File: src/rtl/timer_arb_pkg.sv
// Shared encodings for the timer arbiter: FSM states and prescaler width.
package timer_arb_pkg;

    localparam int PRESC_W = 28;

    typedef enum logic [1:0] {
        ST_IDLE = 2'd0,
        ST_RUN  = 2'd1,
        ST_DONE = 2'd2
    } arb_state_e;

endpackage

File: src/rtl/tick_prescaler.sv
// Free-running 1..TICK_DIV counter while run is high; tick_o marks the wrap cycle.
module tick_prescaler
    import timer_arb_pkg::*;
#(
    parameter logic [PRESC_W-1:0] TICK_DIV = 28'h2FA_F080
) (
    input  logic clk,
    input  logic rst,
    input  logic run,
    output logic tick_o
);

    logic [PRESC_W-1:0] cnt;

    assign tick_o = run && (cnt == TICK_DIV);

    // Parked at 1 while idle, so a fresh grant always starts a full tick period.
    always_ff @(posedge clk or posedge rst) begin
        if (rst)
            cnt <= PRESC_W'(1);
        else if (!run || tick_o)
            cnt <= PRESC_W'(1);
        else
            cnt <= cnt + 1'b1;
    end

endmodule

File: src/rtl/timer_arbiter.sv
// Round-robin owner of one tick-based countdown timer shared by N_REQ clients.
// Build option TIMER_ARB_ABORT_EN: owner dropping req during RUN releases the timer without done.
module timer_arbiter
    import timer_arb_pkg::*;
#(
    parameter int                 N_REQ    = 4,
    parameter int                 DLY_W    = 8,
    parameter logic [PRESC_W-1:0] TICK_DIV = 28'h2FA_F080
) (
    input  logic                   clk,
    input  logic                   rst,
    input  logic [N_REQ-1:0]       req,
    input  logic [N_REQ*DLY_W-1:0] dly,
    output logic [N_REQ-1:0]       gnt,
    output logic [N_REQ-1:0]       done,
    output logic                   busy,
    output logic                   tick
);

    localparam int IDX_W = $clog2(N_REQ);

    arb_state_e       state, state_nx;
    logic [IDX_W-1:0] rr_ptr, rr_nx;
    logic [IDX_W-1:0] owner, owner_nx;
    logic [IDX_W-1:0] pick;
    logic             found;
    logic [DLY_W-1:0] remaining, rem_nx;
    logic [DLY_W-1:0] dly_sel;
    logic [N_REQ-1:0] gnt_nx, done_nx;
    logic [N_REQ-1:0] pick_oh, owner_oh;
    logic             busy_nx;
    logic             run, wrap;
    int               j;

    assign run      = (state == ST_RUN);
    assign pick_oh  = {{(N_REQ-1){1'b0}}, 1'b1} << pick;
    assign owner_oh = {{(N_REQ-1){1'b0}}, 1'b1} << owner;

    tick_prescaler #(.TICK_DIV(TICK_DIV)) u_presc (
        .clk    (clk),
        .rst    (rst),
        .run    (run),
        .tick_o (wrap)
    );

    // First pending request at or above rr_ptr, wrapping past N_REQ-1.
    always_comb begin
        found = 1'b0;
        pick  = '0;
        j     = 0;
        for (int k = 0; k < N_REQ; k++) begin
            j = int'(rr_ptr) + k;
            if (j >= N_REQ) j = j - N_REQ;
            if (!found && req[j[IDX_W-1:0]]) begin
                found = 1'b1;
                pick  = j[IDX_W-1:0];
            end
        end
    end

    always_comb begin
        dly_sel = '0;
        for (int i = 0; i < N_REQ; i++)
            if (pick == IDX_W'(i)) dly_sel = dly[i*DLY_W +: DLY_W];
    end

    always_comb begin
        state_nx = state;
        rr_nx    = rr_ptr;
        owner_nx = owner;
        rem_nx   = remaining;
        gnt_nx   = gnt;
        busy_nx  = busy;
        done_nx  = '0;
        case (state)
            ST_IDLE: begin
                if (found) begin
                    rr_nx    = (pick == IDX_W'(N_REQ-1)) ? '0 : pick + 1'b1;
                    owner_nx = pick;
                    // A zero delay expires on the spot: no grant, straight to done.
                    if (dly_sel == '0) begin
                        done_nx  = pick_oh;
                        state_nx = ST_DONE;
                    end else begin
                        gnt_nx   = pick_oh;
                        busy_nx  = 1'b1;
                        rem_nx   = dly_sel;
                        state_nx = ST_RUN;
                    end
                end
            end
            ST_RUN: begin
`ifdef TIMER_ARB_ABORT_EN
                if (!req[owner]) begin
                    gnt_nx   = '0;
                    busy_nx  = 1'b0;
                    state_nx = ST_IDLE;
                end else
`endif
                if (wrap) begin
                    rem_nx = remaining - 1'b1;
                    if (remaining == DLY_W'(1)) begin
                        gnt_nx   = '0;
                        busy_nx  = 1'b0;
                        done_nx  = owner_oh;
                        state_nx = ST_DONE;
                    end
                end
            end
            ST_DONE: state_nx = ST_IDLE;
            default: state_nx = ST_IDLE;
        endcase
    end

    always_ff @(posedge clk or posedge rst) begin
        if (rst) begin
            state     <= ST_IDLE;
            rr_ptr    <= '0;
            owner     <= '0;
            remaining <= '0;
            gnt       <= '0;
            done      <= '0;
            busy      <= 1'b0;
            tick      <= 1'b0;
        end else begin
            state     <= state_nx;
            rr_ptr    <= rr_nx;
            owner     <= owner_nx;
            remaining <= rem_nx;
            gnt       <= gnt_nx;
            done      <= done_nx;
            busy      <= busy_nx;
            tick      <= wrap;
        end
    end

endmodule

File: config.mk
export PLATFORM = sky130hd
export DESIGN_NAME = timer_arbiter
export DESIGN_NICKNAME = d
export VERILOG_FILES = /design/src/rtl/timer_arb_pkg.sv /design/src/rtl/tick_prescaler.sv /design/src/rtl/timer_arbiter.sv
export SDC_FILE = /design/constraint.sdc
export NUM_CORES = 1
export LEC_CHECK = 0
export BUFFER_PORTS_ARGS = -buffer_cell sky130_fd_sc_hd__buf_2
export CAP_MARGIN = 15
export CORE_ASPECT_RATIO = 0.75
export CORE_MARGIN = 4
export CORE_UTILIZATION = 45
export DETAILED_ROUTE_END_ITERATION = 10
export PLACE_DENSITY = 0.75
export SYNTH_ARGS = -nofsm -noshare
export SYNTH_HDL_FRONTEND = slang
export SYNTH_SLANG_ARGS = --single-unit
File: constraint.sdc
create_clock -name clk -period 9 [get_ports clk]
set_input_delay 0.45 -clock clk [delete_from_list [all_inputs] [get_ports clk]]
set_output_delay 0.45 -clock clk [all_outputs]
set_load 0.02 [all_outputs]
Word-level counts from Yosys, hierarchy flattened:

Cells that the tools add are included.

* flip-flop bits (word level): 52
* input port bits: 38
* output and inout bits: 10
* logic and storage cells: 106

* add/sub/neg operators: 10
* $lt $le $gt $ge: 8
* equality and inequality tests: 10
* shift-type cells: 2
* mux-type cells: 50
* reduce and logical (&&, ||, !) cells: 17

Operators by type and width (count)
* $mux W8: 7
* $mux W4: 8
* $add A28 B1 Y28 const B: 1
* $eq A28 B26 Y1 const B: 1
* $mux W28: 1
* $mux W2: 13
* $pmux W4 S2: 2
* $pmux W8 S2: 1
* $lt A2 B3 Y1 const B: 4
* $mux W1: 12
* $ge A3 B3 Y1 const B: 3
* $bmux W1 S2: 4
* $eq A8 B1 Y1 const B: 1
* $logic_not A8 Y1: 1
* $ne A2 B2 Y1 const B: 4
* $shl A1 B2 Y4 const A: 2
* $sub A2 B1 Y2 const B: 4
* $sub A8 B1 Y8 const B: 1
* $add A2 B2 Y3 const B: 2
* $reduce_and A5 Y1: 1
* $eq A2 B1 Y1 const B: 2
* $eq A2 B2 Y1 const B: 2
* $logic_and A1 B1 Y1: 4
* $logic_not A1 Y1: 4
* 11 further kinds: 12

Logic depth before layout (Yosys ltp):

* word-level depth: 23
* mapped depth: 13

By module:

Synthesis repeated with hierarchy kept, for this count alone.

* cell total of the unflattened synthesis: 345
* area, all modules: 3193.1 sq um

Modules (own cells, without submodules)
* timer_arbiter: instances 1, cells each 183, area an instance 1685.4 sq um
* tick_prescaler: instances 1, cells each 162, area an instance 1507.7 sq um

Worst setup path before layout:

Ideal clock, no wire load.

* path type: input to register
* from: input req[3]
* to: register remaining[5]
* setup time: 0.135 ns
* arrival time: 3.076 ns
* required time: 8.865 ns
* setup slack: 5.790 ns
* cell stages on the path: 11
* cells stage by stage: nor4_1 -> nor4_1 -> ha_1 -> buf_6 -> a211o_1 -> o221ai_2 -> o21ai_2 -> or4b_4 -> buf_6 -> a211oi_1 -> a211oi_1

* longest elaborated chain between the ends: 20

Ends and longest elaborated chain
* from (decl): RTL line timer_arbiter.sv:12 `input logic [N_REQ-1:0] req,`
* $bmux W1 S2: RTL line timer_arbiter.sv:54 `if (!found && req[j[IDX_W-1:0]]) begin`
* $mux W1 (implied by the code): RTL line timer_arbiter.sv:54
* $mux W1: RTL line timer_arbiter.sv:54
* $logic_not A1 Y1: RTL line timer_arbiter.sv:54
* $logic_and A1 B1 Y1: RTL line timer_arbiter.sv:54
* $mux W1: RTL line timer_arbiter.sv:54
* $logic_not A1 Y1: RTL line timer_arbiter.sv:54
* $logic_and A1 B1 Y1: RTL line timer_arbiter.sv:54
* [... 3 more ...]
* $mux W2 *: RTL line timer_arbiter.sv:54
* net pick[0]: RTL line timer_arbiter.sv:25 `logic [IDX_W-1:0] pick;`
* $logic_not A2 Y1: RTL line timer_arbiter.sv:64 `if (pick == IDX_W'(i)) dly_sel = dly[i*DLY_W +: DLY_W];`
* $mux W8 (3 in series): RTL line timer_arbiter.sv:64
* $mux W8 *: RTL line timer_arbiter.sv:64
* $logic_not A8 Y1 / $mux W8 (equally long branches): RTL line timer_arbiter.sv:81 `if (dly_sel == '0) begin`
* $ne A2 B2 Y1 (no line) / $mux W8 (equally long branches)
* $reduce_and A4 Y1 (no line) / $pmux W8 S2 (equally long branches)
* to (signal assigned): RTL line timer_arbiter.sv:129 `remaining <= rem_nx;`
* to (decl): RTL line timer_arbiter.sv:27 `logic [DLY_W-1:0] remaining, rem_nx;`

The timed path passes the listed nets; every way through them passes the cells marked *. The select of a mux whose other input is x is not followed.
A chain may end at the register's enable or synchronous reset.

Final worst setup path:

* from: input req[3]
* to: register remaining[7]

The elaborated chain is that of the path after synthesis.

==> out/metrics.csv <==
stage;metric;value;unit
floorplanning;start_util;47.08;%
floorplanning;placementRows;25;
cts;clk_pin_slew;100;ps
cts;clk_latency;310;ps
cts;cts_buffers;5;
critical_path;worstPathRequired;9190;ps
timing;hold_viol_final;0;
timing;drv_slew;0;
cells_and_area;final_common_cell;dfrtp_1;
route;wl;6.882;mm
route;drc;0;
floorplanning;ios;48;
place;portBuffers;47;
synth;avgSynthCellArea;8.828;µm²
global_route;use_met2;27.26;%
floorplanning;die_x;102.6;µm
synth;ys.flop_type;dfrtp_1;
route;vias;2654;
synth;yosysWarnings;0;
route;wl_per_cell;14.77;µm
critical_path;r2r_slack;5390;ps
cts;clock_path_buffers;2;
global_route;grt_max_degree;53;
timing;tightestPinTransition;991.6;ps
cells_and_area;area_delta_synth_final;13.39;%
timing;fmax;0.2746;GHz
cells_and_area;mostFrequentLayoutCells;dfrtp_1, nor2_1, buf_2;
synth;synth_seq_area_share;43.14;%
worst_hold_path;min_path_type;primary input to asynchronous set/reset pin;
place;post-dp-hpwl;5.198;mm
critical_path;crit_type;primary input to flip-flop;
critical_path;setup.worst_path.start_class;primary input;
cells_and_area;fill_cells;551;
cts;tritoncts;built;
timing;rsz0062_at_grt;no;
timing;setup_violations;0;
pwr;vdd_drop_max;0.0001413;V
cts;cts_setup_buffers;0;
global_route;overflow;0;
floorplanning;die_area;8097;µm²
timing;fin_crit_sh;40.46;%
timing;timing.hold.ws;33.08;ps
route;drt_pre_antenna_iters;5;
status;outcome;finished clean;
job;drv_cap;0;
timing;fin_crit;3641;ps
global_route;met3_usage;4.039;%
global_route;met1_usage;24.61;%
floorplanning;die-height;78.94;µm
timing;slew_headroom;33.89;%
synth;synthCells;342;
route;drtAntennaViolNets;0;
synth;synth.cell_area;3019;µm²
route;routed_via_density;5.695;
synth;synth-edff-count;0;
synth;syn_nets;388;
global_route;grt_pass1_vias;2528;
cells_and_area;finalNetCount;430;
cts;clkSinkCount;52;
cts;cts_resized;0;
floorplanning;core;6412;µm²
synth;yosysUniqueCellTypes;55;
critical_path;worst_setup_path_end_kind;flip-flop;
cts;hold_buffers;0;
cells_and_area;layout-drive-gt1-share;17.14;%
synth;synth-seq-cells;52;
place;gp_congestion;0.9305;
timing;fin_tns_setup;0;ps
global_route;gr-usage-all-layers;17.68;%
critical_path;critPathMaxFanout;12;
global_route;antenna_found_initial;0;
cts;cts_htree_levels;2;
pwr;powerDensity;257.4;nW/µm²
global_route;grt_pass1_wl;11.50;mm
synth;async_flop_share;100.0;%
pwr;p_leak;1.553;nW
critical_path;worstPathArrival;3830;ps
global_route;busiest_layer;met2;
timing;fin_skew;6.417;ps
route;dr.first_iter.drc_count;144;
cells_and_area;diodes;0;
cts;clock_tree.root_cell;clkbuf_8;
-- cells by family (layout without fill, tap and decap cells) --
group,count (synthesis),in the layout,synth area share (%)
buf+inv,28,71,4.102
mux,1,1,0.3316
flops,52,52,43.14
xor+xnor,25,25,7.252
compound gates,65,65,14.88
simple gates,163,163,26.98
fa+ha+maj,8,8,3.316
-- synth_stat cells, drive strengths merged, types with 2 or more instances --
cell type	number	area, µm²
dfrtp	51	1276
nor2	49	183.9
nand2	41	153.9
nand3	17	85.08
xor2	17	148.9
inv	14	52.55
nor3	14	80.08
a21oi	13	65.06
o21ai	12	63.81
o22ai	10	62.56
ha	8	100.1
nand4	8	50.05
xnor2	8	70.07
clkbuf	7	26.28
buf	6	41.28
nor4	6	37.54
o211a	6	60.06
or3	5	31.28
and4	4	35.03
nand2b	4	25.02
o211ai	4	30.03
and2	3	18.77
nor4b	3	41.29
a211oi	2	15.01
a21o	2	15.01
a31oi	2	12.51
and3	2	12.51
o21a	2	15.01
o221ai	2	23.77
o22a	2	17.52
-- registers in the layout, indices dropped and copies added, names as in the netlist --
| name | cells |
|---|---|
| u_presc.cnt | 28 |
| remaining | 8 |
| done | 4 |
| gnt | 4 |
| owner | 2 |
| rr_ptr | 2 |
| state | 2 |
| busy | 1 |
| tick | 1 |
-- critical path: stages --
cell and delay, ps:
buf_2 120, nor4_1 780, nor4_1 240, ha_1 350, nor2_1 410, o211ai_1 200, a22oi_1 290, or4b_4 600
a221oi_1 310, nor4_1 80
-- power breakdown --
| group | leakage, nW | switching [W] | internal [W] | total [W] |
|---|---|---|---|---|
| clock network | 0.0548 | 0.0000793 | 0.0000838 | 0.000163 |
| registers | 0.689 | 0.0000498 | 0.000278 | 0.000328 |
| logic | 0.809 | 0.000244 | 0.000146 | 0.000390 |
| total | 1.55 | 0.000373 | 0.000508 | 0.000881 |
-- stage by stage --
| step | worst slack, ps | cells | util [%] | total power [W] | instance area (µm²) |
|---|---|---|---|---|---|
| 6_report | 5359 | 466 | 53.39 | 0.0008813 | 3423 |
| 3_5_place_dp | 5085 | 457 | 51.28 | 0.0007159 | 3288 |
| 5_1_grt | 5158 | 466 | 53.39 | 0.0009456 | 3423 |
| 3_3_place_gp | 5354 | 457 | 51.28 | 0.0007068 | 3288 |
| 4_1_cts | 5418 | 465 | 53.07 | 0.0008814 | 3403 |
| 2_1_floorplan | 5790 | 342 | - | 0.0006304 | 3019 |
-- layer usage --
layer | vias up | share of wire, %
li1 | 1297 | -
met1 | 1275 | 46
met2 | 77 | 47
met3 | 5 | 5.7
met4 | 0 | 0.89
met5 | - | 0
-- worst paths after layout --
check,depth (start not counted),start,end
setup / recovery,10,req[3],remaining[7]$_DFFE_PP0P_
hold / removal,2,rst,u_presc.cnt[5]$_DFF_PP0_
setup reg to reg,11,rr_ptr[1]$_DFFE_PP0P_,remaining[7]$_DFFE_PP0P_
hold reg to reg,2,gnt[1]$_DFFE_PP0P_,gnt[1]$_DFFE_PP0P_
max in group asynchronous,3,rst,u_presc.cnt[0]$_DFF_PP1_
min in group clk,2,gnt[1]$_DFFE_PP0P_,gnt[1]$_DFFE_PP0P_
-- cell type report --
| cell class | count | area [µm²] | area share (%) |
|---|---|---|---|
| Clock buffer | 5 | 68.82 | 2.010 |
| Sequential cell | 52 | 1303 | 38.05 |
| Timing Repair Buffer | 48 | 255.2 | 7.456 |
| Clock inverter | 3 | 46.29 | 1.352 |
| Multi-Input combinational cell | 262 | 1593 | 46.53 |
| Tap cell | 81 | 101.3 | 2.961 |
| Inverter | 15 | 56.30 | 1.645 |
(Power assumes the default switching activity.)
